--- config.mk ---
export PLATFORM = sky130hd
export DESIGN_NAME = hazard_scoreboard
export DESIGN_NICKNAME = d
export VERILOG_FILES = /design/src/rtl/hazard_pkg.sv /design/src/rtl/hazard_tag_match.sv /design/src/rtl/hazard_scoreboard.sv
export SDC_FILE = /design/constraint.sdc
export NUM_CORES = 1
export LEC_CHECK = 0
export CAP_MARGIN = 0
export CORE_MARGIN = 2
export CORE_UTILIZATION = 45
export CTS_CLUSTER_SIZE = 16
export DETAILED_ROUTE_END_ITERATION = 10
export GPL_TIMING_DRIVEN = 0
export HOLD_SLACK_MARGIN = 0.02
export PLACE_DENSITY = 0.82
export SYNTH_ARGS = -nofsm -noshare
export SYNTH_HDL_FRONTEND = slang
export SYNTH_SLANG_ARGS = --single-unit
--- constraint.sdc ---
create_clock -name clock -period 1.9 [get_ports clock]
set_input_delay 0.285 -clock clock [delete_from_list [all_inputs] [get_ports clock]]
set_output_delay 0.285 -clock clock [all_outputs]
set_load 0.005 [all_outputs]
--- src/rtl/hazard_pkg.sv ---
// Shared types and constants for the RAW hazard scoreboard.
package hazard_pkg;

  localparam int         DEFAULT_STAGES = 3;
  localparam logic [4:0] REG_ZERO       = 5'd0;

  typedef struct packed {
    logic       valid;
    logic [4:0] reg_idx;
    logic       special;
  } tag_entry_t;

endpackage

--- src/rtl/hazard_tag_match.sv ---
// Compares one in-flight destination tag against the register-fetch sources.
module hazard_tag_match
  import hazard_pkg::*;
(
  input  tag_entry_t entry,
  input  logic [4:0] id_rs,
  input  logic [4:0] id_rt,
  input  logic       read_rs,
  input  logic       read_rt,
  input  logic       read_special,
  output logic       match
);

  // r0 is hardwired, so a tag of zero can never create a dependency
  always_comb begin
    match = 1'b0;
    if (entry.valid) begin
      match = (read_rs && (id_rs == entry.reg_idx) && (id_rs != REG_ZERO)) ||
              (read_rt && (id_rt == entry.reg_idx) && (id_rt != REG_ZERO)) ||
              (read_special && entry.special);
    end else begin
      match = 1'b0;
    end
  end

endmodule

--- src/rtl/hazard_scoreboard.sv ---
// RAW hazard scoreboard for the 5-phase pipeline (EX/MEM/WB tags vs. ID sources).
// Optional macro HAZARD_WB_BYPASS_EN drops the WB entry from matching.
module hazard_scoreboard
  import hazard_pkg::*;
#(
  parameter int STAGES = DEFAULT_STAGES,
  parameter int CNT_W  = 16
) (
  input  logic             clock,
  input  logic             reset,
  input  logic             enable_in,
  input  logic             id_valid_in,
  input  logic [4:0]       id_rs_in,
  input  logic [4:0]       id_rt_in,
  input  logic             id_read_rs_in,
  input  logic             id_read_rt_in,
  input  logic             id_read_special_in,
  input  logic             id_write_in,
  input  logic [4:0]       id_write_reg_in,
  input  logic             id_write_special_in,
  input  logic             branch_taken_in,
  output logic             reg_fetch_freeze_out,
  output logic [31:0]      pending_mask_out,
  output logic [CNT_W-1:0] stall_count_out
);

  tag_entry_t        stage_r [STAGES];
  tag_entry_t        ex_next_s;
  logic [STAGES-1:0] match_s;
  logic [STAGES-1:0] match_used_s;
  logic              freeze_s;
  logic [CNT_W-1:0]  stall_count_r;

  for (genvar g = 0; g < STAGES; g++) begin : gen_match
    hazard_tag_match u_match (
      .entry        (stage_r[g]),
      .id_rs        (id_rs_in),
      .id_rt        (id_rt_in),
      .read_rs      (id_read_rs_in),
      .read_rt      (id_read_rt_in),
      .read_special (id_read_special_in),
      .match        (match_s[g])
    );
  end

  // Select which stages may raise a stall
  always_comb begin
    match_used_s = match_s;
`ifdef HAZARD_WB_BYPASS_EN
    match_used_s[STAGES-1] = 1'b0;
`endif
    freeze_s = enable_in & id_valid_in & ~branch_taken_in & (|match_used_s);
  end

  // Tag presented to EX: a bubble on stall or flush
  always_comb begin
    ex_next_s = '0;
    if (!freeze_s && !branch_taken_in) begin
      ex_next_s.valid   = id_valid_in & (id_write_in | id_write_special_in);
      ex_next_s.reg_idx = id_write_in ? id_write_reg_in : REG_ZERO;
      ex_next_s.special = id_write_special_in;
    end else begin
      ex_next_s = '0;
    end
  end

  // Tag pipeline shift; a taken branch also kills the entry leaving EX
  always_ff @(posedge clock or posedge reset) begin
    if (reset) begin
      for (int i = 0; i < STAGES; i++) stage_r[i] <= '0;
    end else if (enable_in) begin
      stage_r[0] <= ex_next_s;
      for (int i = 1; i < STAGES; i++) begin
        stage_r[i] <= (i == 1 && branch_taken_in) ? '0 : stage_r[i-1];
      end
    end
  end

  // Saturating stall-cycle counter
  always_ff @(posedge clock or posedge reset) begin
    if (reset) begin
      stall_count_r <= '0;
    end else if (freeze_s && (stall_count_r != {CNT_W{1'b1}})) begin
      stall_count_r <= stall_count_r + {{(CNT_W-1){1'b0}}, 1'b1};
    end
  end

  // Pending general-register writes, HI/LO writers excluded
  always_comb begin
    pending_mask_out = 32'd0;
    for (int i = 0; i < STAGES; i++) begin
      if (stage_r[i].valid && !stage_r[i].special && (stage_r[i].reg_idx != REG_ZERO)) begin
        pending_mask_out[stage_r[i].reg_idx] = 1'b1;
      end else begin
        pending_mask_out = pending_mask_out;
      end
    end
  end

  assign reg_fetch_freeze_out = freeze_s;
  assign stall_count_out      = stall_count_r;

endmodule

Word-level counts from Yosys, hierarchy flattened
Cells that the tools add are included.

Bits in registers: 37. Bits of input ports: 25. Latch bits: 0. Memories kept: 0. Bits in writable memories: 0. ROM bits: 0.

Add/sub/neg operators: 1. Divide/modulo/power cells: 0. Shift-type cells: 0. Bitwise operators: 8. Multipliers: 0. Eq/ne operators: 7. Reductions and logical operators: 43. Order comparisons: 6. Multiplexer cells: 15.

Operators by type and width (number): two-way mux 32 bit (3); OR 32 bit (2); equality test 5 bit (6); logical AND 1 bit (26); nonzero test 5 bit (5); less-than comparator 5 x 6 -> 1 bit, second input constant (3); adder 16 x 1 -> 16 bit, second input constant (1); != test 16 bit, second input constant (1); demux 1 bit (select 5 bit) (3); >= comparator 5 x 1 -> 1 bit, second input constant (3); two-way mux 7 bit (2); logical OR 1 bit (6); two-way mux 1 bit (6); zero test 1 bit (5); two-way mux 5 bit (1); bitwise AND 1 bit (4); OR reduction 3 bit (1); inverter 1 bit (1); OR 1 bit (1).

Logic depth before layout (Yosys ltp)
Depth in word-level cells: 11. Gate-level depth with buffers: 9.

Hierarchy
From an unflattened synthesis, not the netlist that was laid out.

Cells, all modules: 347. Area, all modules: 2884.0 um^2.

By module, submodules not included: hazard_scoreboard (area an instance 2429.8 um^2, cells an instance 284, seq. area each 925.9 um^2, instances 1); hazard_tag_match (area an instance 151.4 um^2, cells an instance 21, seq. area each 0.0 um^2, instances 3).

Worst setup path before layout
OpenSTA, ideal clock, no wires.

Path kind: register to register. Start point: reg stall_count_r[3], in the netlist stall_count_out[3]. End point: reg stall_count_r[1], in the netlist stall_count_out[1]. Period minus slack after synthesis: 1.955 ns. Data required time: 1.775 ns. Cell stages (with the launch flop): 7. Arrival: 1.830 ns. Slack: -0.055 ns. Cells stage by stage: dfrtp_1 -> and4_1 -> and3_1 -> nand2_1 -> nor4_2 -> nand2b_1 -> mux2_2.

Longest elaborated chain between the ends: 2.

Ends and longest elaborated chain: start: declaration (line hazard_scoreboard.sv:32) `logic [CNT_W-1:0] stall_count_r;`; start signal: assignment (line hazard_scoreboard.sv:84) `stall_count_r <= stall_count_r + {{(CNT_W-1){1'b0}}, 1'b1};`; != test 16 bit (line hazard_scoreboard.sv:83) `end else if (freeze_s && (stall_count_r != {CNT_W{1'b1}})) begin`; logical AND 1 bit (line hazard_scoreboard.sv:83).

Every way passes these cells. A chain may end at the register's enable or synchronous reset.

Final worst setup path
Start point: reg stage_r[5] (netlist bit). End point: out pending_mask_out[3].

Longest elaborated chain between the ends: 6. Elaborated cells on any way between the ends: 9.

Ends and longest elaborated chain: start: declaration (line hazard_scoreboard.sv:27) `tag_entry_t stage_r [STAGES];`; start signal: indexed assignment (line hazard_scoreboard.sv:74) `stage_r[i] <= (i == 1 && branch_taken_in) ? '0 : stage_r[i-1];`; less-than comparator 5 x 6 -> 1 bit (implied by the code) / >= comparator 5 x 1 -> 1 bit (equally long branches) (line hazard_scoreboard.sv:93) `pending_mask_out[stage_r[i].reg_idx] = 1'b1;`; logical AND 1 bit (implied by the code) (line hazard_scoreboard.sv:93); two-way mux 1 bit (implied by the code) (line hazard_scoreboard.sv:93); demux 1 bit (select 5 bit) (line hazard_scoreboard.sv:93); OR 32 bit (no source line); two-way mux 32 bit (*) (line hazard_scoreboard.sv:92) `if (stage_r[i].valid && !stage_r[i].special && (stage_r[i].reg_idx != REG_ZERO)) begin`; end: declaration (line hazard_scoreboard.sv:23) `output logic [31:0] pending_mask_out,`.

Every way passes the cells marked *; elsewhere a longest branch is shown, timed or not.

==> impl_results.md <==
- Status: finished with violations
- Failing checks: setup timing
- Worst hold path startpoint: enable_in
- Hold buffer count at cts: 0
- Port bufs: 71
- Post-synth EDFFs: 0
- Final Cycle Share: 123%
- Pwr Density: 411 mW/mm^2
- Gr ovfl total: 0
- Final TNS setup: -12,820 ps
- Fin. Hold Viols: 0
- Maximum clock frequency: 0.428 GHz
- # setup viols final: 53
- Clk root buf: clkbuf_8
- Clock Latency Late Sink: 290 ps
- Pre-CTS setup slack: -1100 ps
- Register-to-Register Setup Slack: -350 ps
- Max_cap viols: 0
- Layout cells sized above 1: 54.8%
- Initial drt markers: 439
- Worst Path Arrival: 2050 ps
- Core Util, Final: 84.9%
- Setup crit end kind: primary output
- RSZ-0062 raised after global routing: true
- Syn avg cell area: 7.94 um^2
- CP required: 1620 ps
- Die Span X: 83.7 um
- Clock share of power: 28.3%
- CTS HTree Levels: 2
- Area contributors post-synth: dfrtp_1 (32%), xnor2_1 (8.9%), nand2_1 (8.4%), a22oi_1 (5.5%), nand3_1 (4.2%)
- Die ar.: 0.00700 mm^2
- Top-count cell post-synth: nand2_1
- FILL cells: 301
- Worst flop-to-flop path endpoint: stall_count_out[1]
- Max-slew violation count: 0
- Top cell type by total area after synthesis: dfrtp_1
- Area of the multi-input gates: 0.00245 mm^2
- Num ports: 74
- WHS Endpoint: stage_r[2]
- P_int: 1.46 mW
- #FFs+latches synth: 37
- Die height: 83.7 um
- Hpwl dp: 6670 um
- Crit Reg-Reg Startpoint: stage_r[5]
- # nets final: 549
- Hold Crit Class: primary input to register
- Type of origin of the critical path: register
- Synth cell types: 47
- Final non-filler cell total: 601
- Largest net degree at the start of global routing: 22
- Hold Path Depth: 2
- Synth Flop Type: dfrtp_1
- Vias in the first global route: 3,808
- Detailed-route DRC error count: 0
- CTS tree: done
- Antenna Nets Post-Route: 0
- Sequential share of the synthesized area: 32.4%
- Reg2reg path depth: 10
- Initial antenna violation count: 0
- Yosys warnings: 0
- Core ar.: 0.00624 mm^2
- Total Wirelength: 14,200 um
- Hold slack: 383 ps
- Vias per cell: 6.60
- Register area: 938 um^2
- Mapped Nets: 386
- Post-synth top cells: nand2_1 (64), dfrtp_1 (37), xnor2_1 (29)
- Critical path class: register to primary output
- GP Congestion: 0.956
- Final min period: 2330 ps
- Slew HR: 47.9%
- Sw Pwr: 714 uW
- Yosys top cell area share: 32.4%
- P&R area growth vs syn: 85.4%
- First-pass GRT wire length: 19,900 um
- Sequential Power Share: 40.8%
- CTS buffer count: 5
- Switching Fraction: 32.8%
- Clock transition at path regs: 70 ps
- Worst-path maximum fanout: 5
- Wire per inst: 23.7 um
- Clock tree sinks: 37
- Logic gate share of total power: 31.0%
- Synth async-reset ratio: 100%
- Gr usage total: 35.9%
- Post-Synthesis Cell Area: 0.00286 mm^2
- DR pass1 iterations: 5
- Inst Count DP: 510
- N_diodes: 0
- CTS Buffer Depth: 2
- Lkg Pwr: 2.32 nW
- Setup ws final: -434 ps
- Worst-margin pin slew: 781 ps
- Vias: 3,968
- Core Rows: 29
- Critical path origin: stage_r[5]
- Starting Density: 45.8%
- Mapped Cells: 360
- VDD IR-drop max: 0.490 mV
- Clock skew: 2.48 ps
-- final cells by class --
| cell class | count | share of cell area [%] |
|---|---|---|
| Multi-Input combinational cell | 281 | 46.3 |
| Timing Repair Buffer | 159 | 26.7 |
| Sequential cell | 37 | 17.7 |
| Buffer | 17 | 3.68 |
| Inverter | 22 | 1.84 |
| Clock buffer | 7 | 1.82 |
| Tap cell | 77 | 1.82 |
| Clock inverter | 1 | 0.0945 |
-- logic make-up (layout without fill, tap and decap cells) --
logic type / count (synthesis) / count (layout) / share of synthesized area [%]
muxes: 8 / 8 / 3.15
adders and majority gates: 1 / 1 / 0.438
buffers and inverters: 42 / 206 / 6.39
xor gates and xnor gates: 41 / 41 / 12.6
and+or+nand+nor: 166 / 166 / 28.3
other: 1 / 1 / 0.131
DFF: 37 / 37 / 32.4
AOI/OAI and AO/OA: 64 / 64 / 16.6
-- worst max path at each step --
stage	to	slack, ps	cells after the start
CTS	pending_mask_out[3]	-360	7
global route	reg_fetch_freeze_out	-480	8
floorplan	stall_count_out[1]	-30	7
finish	pending_mask_out[3]	-430	7
global placement	pending_mask_out[25]	-1120	5
detailed placement	reg_fetch_freeze_out	-1100	8
-- per-stage QoR --
stage               power [mW]  instance area [um^2]
CTS                       2.05                  4840
global placement          1.25                  3670
detailed placement        1.27                  3720
finish                    2.18                  5300
global route              2.25                  5300
floorplan                 1.09                  2870
-- critical path: stages, from the launching register on --
cell      delay (ps)
dfrtp_2          420
or3b_4           480
nor4_4           250
buf_4            190
buf_6            100
nand3_4           80
o311ai_4          70
buf_2            160
-- layout by cell type, fill, tap and decap left out, types with 8 or more instances in the layout --
| master | netlist | routed |
|---|---|---|
| buf_6 | 2 | 52 |
| nand2_1 | 64 | 47 |
| buf_4 | 1 | 39 |
| buf_2 | 4 | 34 |
| clkdlybuf4s50_1 | 0 | 29 |
| dfrtp_1 | 37 | 27 |
| xnor2_1 | 29 | 23 |
| nand2_2 | 0 | 16 |
| nand3_1 | 24 | 14 |
| clkbuf_8 | 0 | 13 |
| xor2_1 | 12 | 12 |
| nor2_4 | 0 | 12 |
| a22oi_1 | 21 | 11 |
| o22ai_1 | 10 | 10 |
| inv_1 | 22 | 10 |
| a22oi_2 | 0 | 10 |
| dfrtp_2 | 0 | 10 |
| nand2b_1 | 12 | 8 |
-- routing by layer --
layer / wire length (um) / track usage, % / part of all wire (%) / up-vias
met4: 1160 / 21.6 / 8.1 / 0
met2: 6430 / 58.4 / 45 / 384
met3: 1710 / 9.00 / 12 / 147
met1: 4940 / 42.6 / 35 / 1839
met5: 0 / 0 / 0 / -
li1: - / - / - / 1598
-- power by group through the flow --
| stage | clock network (mW) | logic [mW] | registers, mW |
|---|---|---|---|
| floorplan | 0 | 0.218 | 0.873 |
| global placement | 0 | 0.372 | 0.881 |
| detailed placement | 0 | 0.387 | 0.882 |
| CTS | 0.616 | 0.551 | 0.881 |
| global route | 0.658 | 0.701 | 0.892 |
| finish | 0.616 | 0.674 | 0.888 |
-- registers in the layout, indices dropped and copies added, names as in the netlist --
name,count
stall_count_out,16
stage_r,21
-- repair_timing --
action | CTS | global route
pin swaps | 45 | 47
buffers inserted | 65 | 28
setup endpoints to repair | 55 | 55
gates cloned | 1 | 0
resized for setup | 331 | 89
Power figures use the tool's default switching activity.
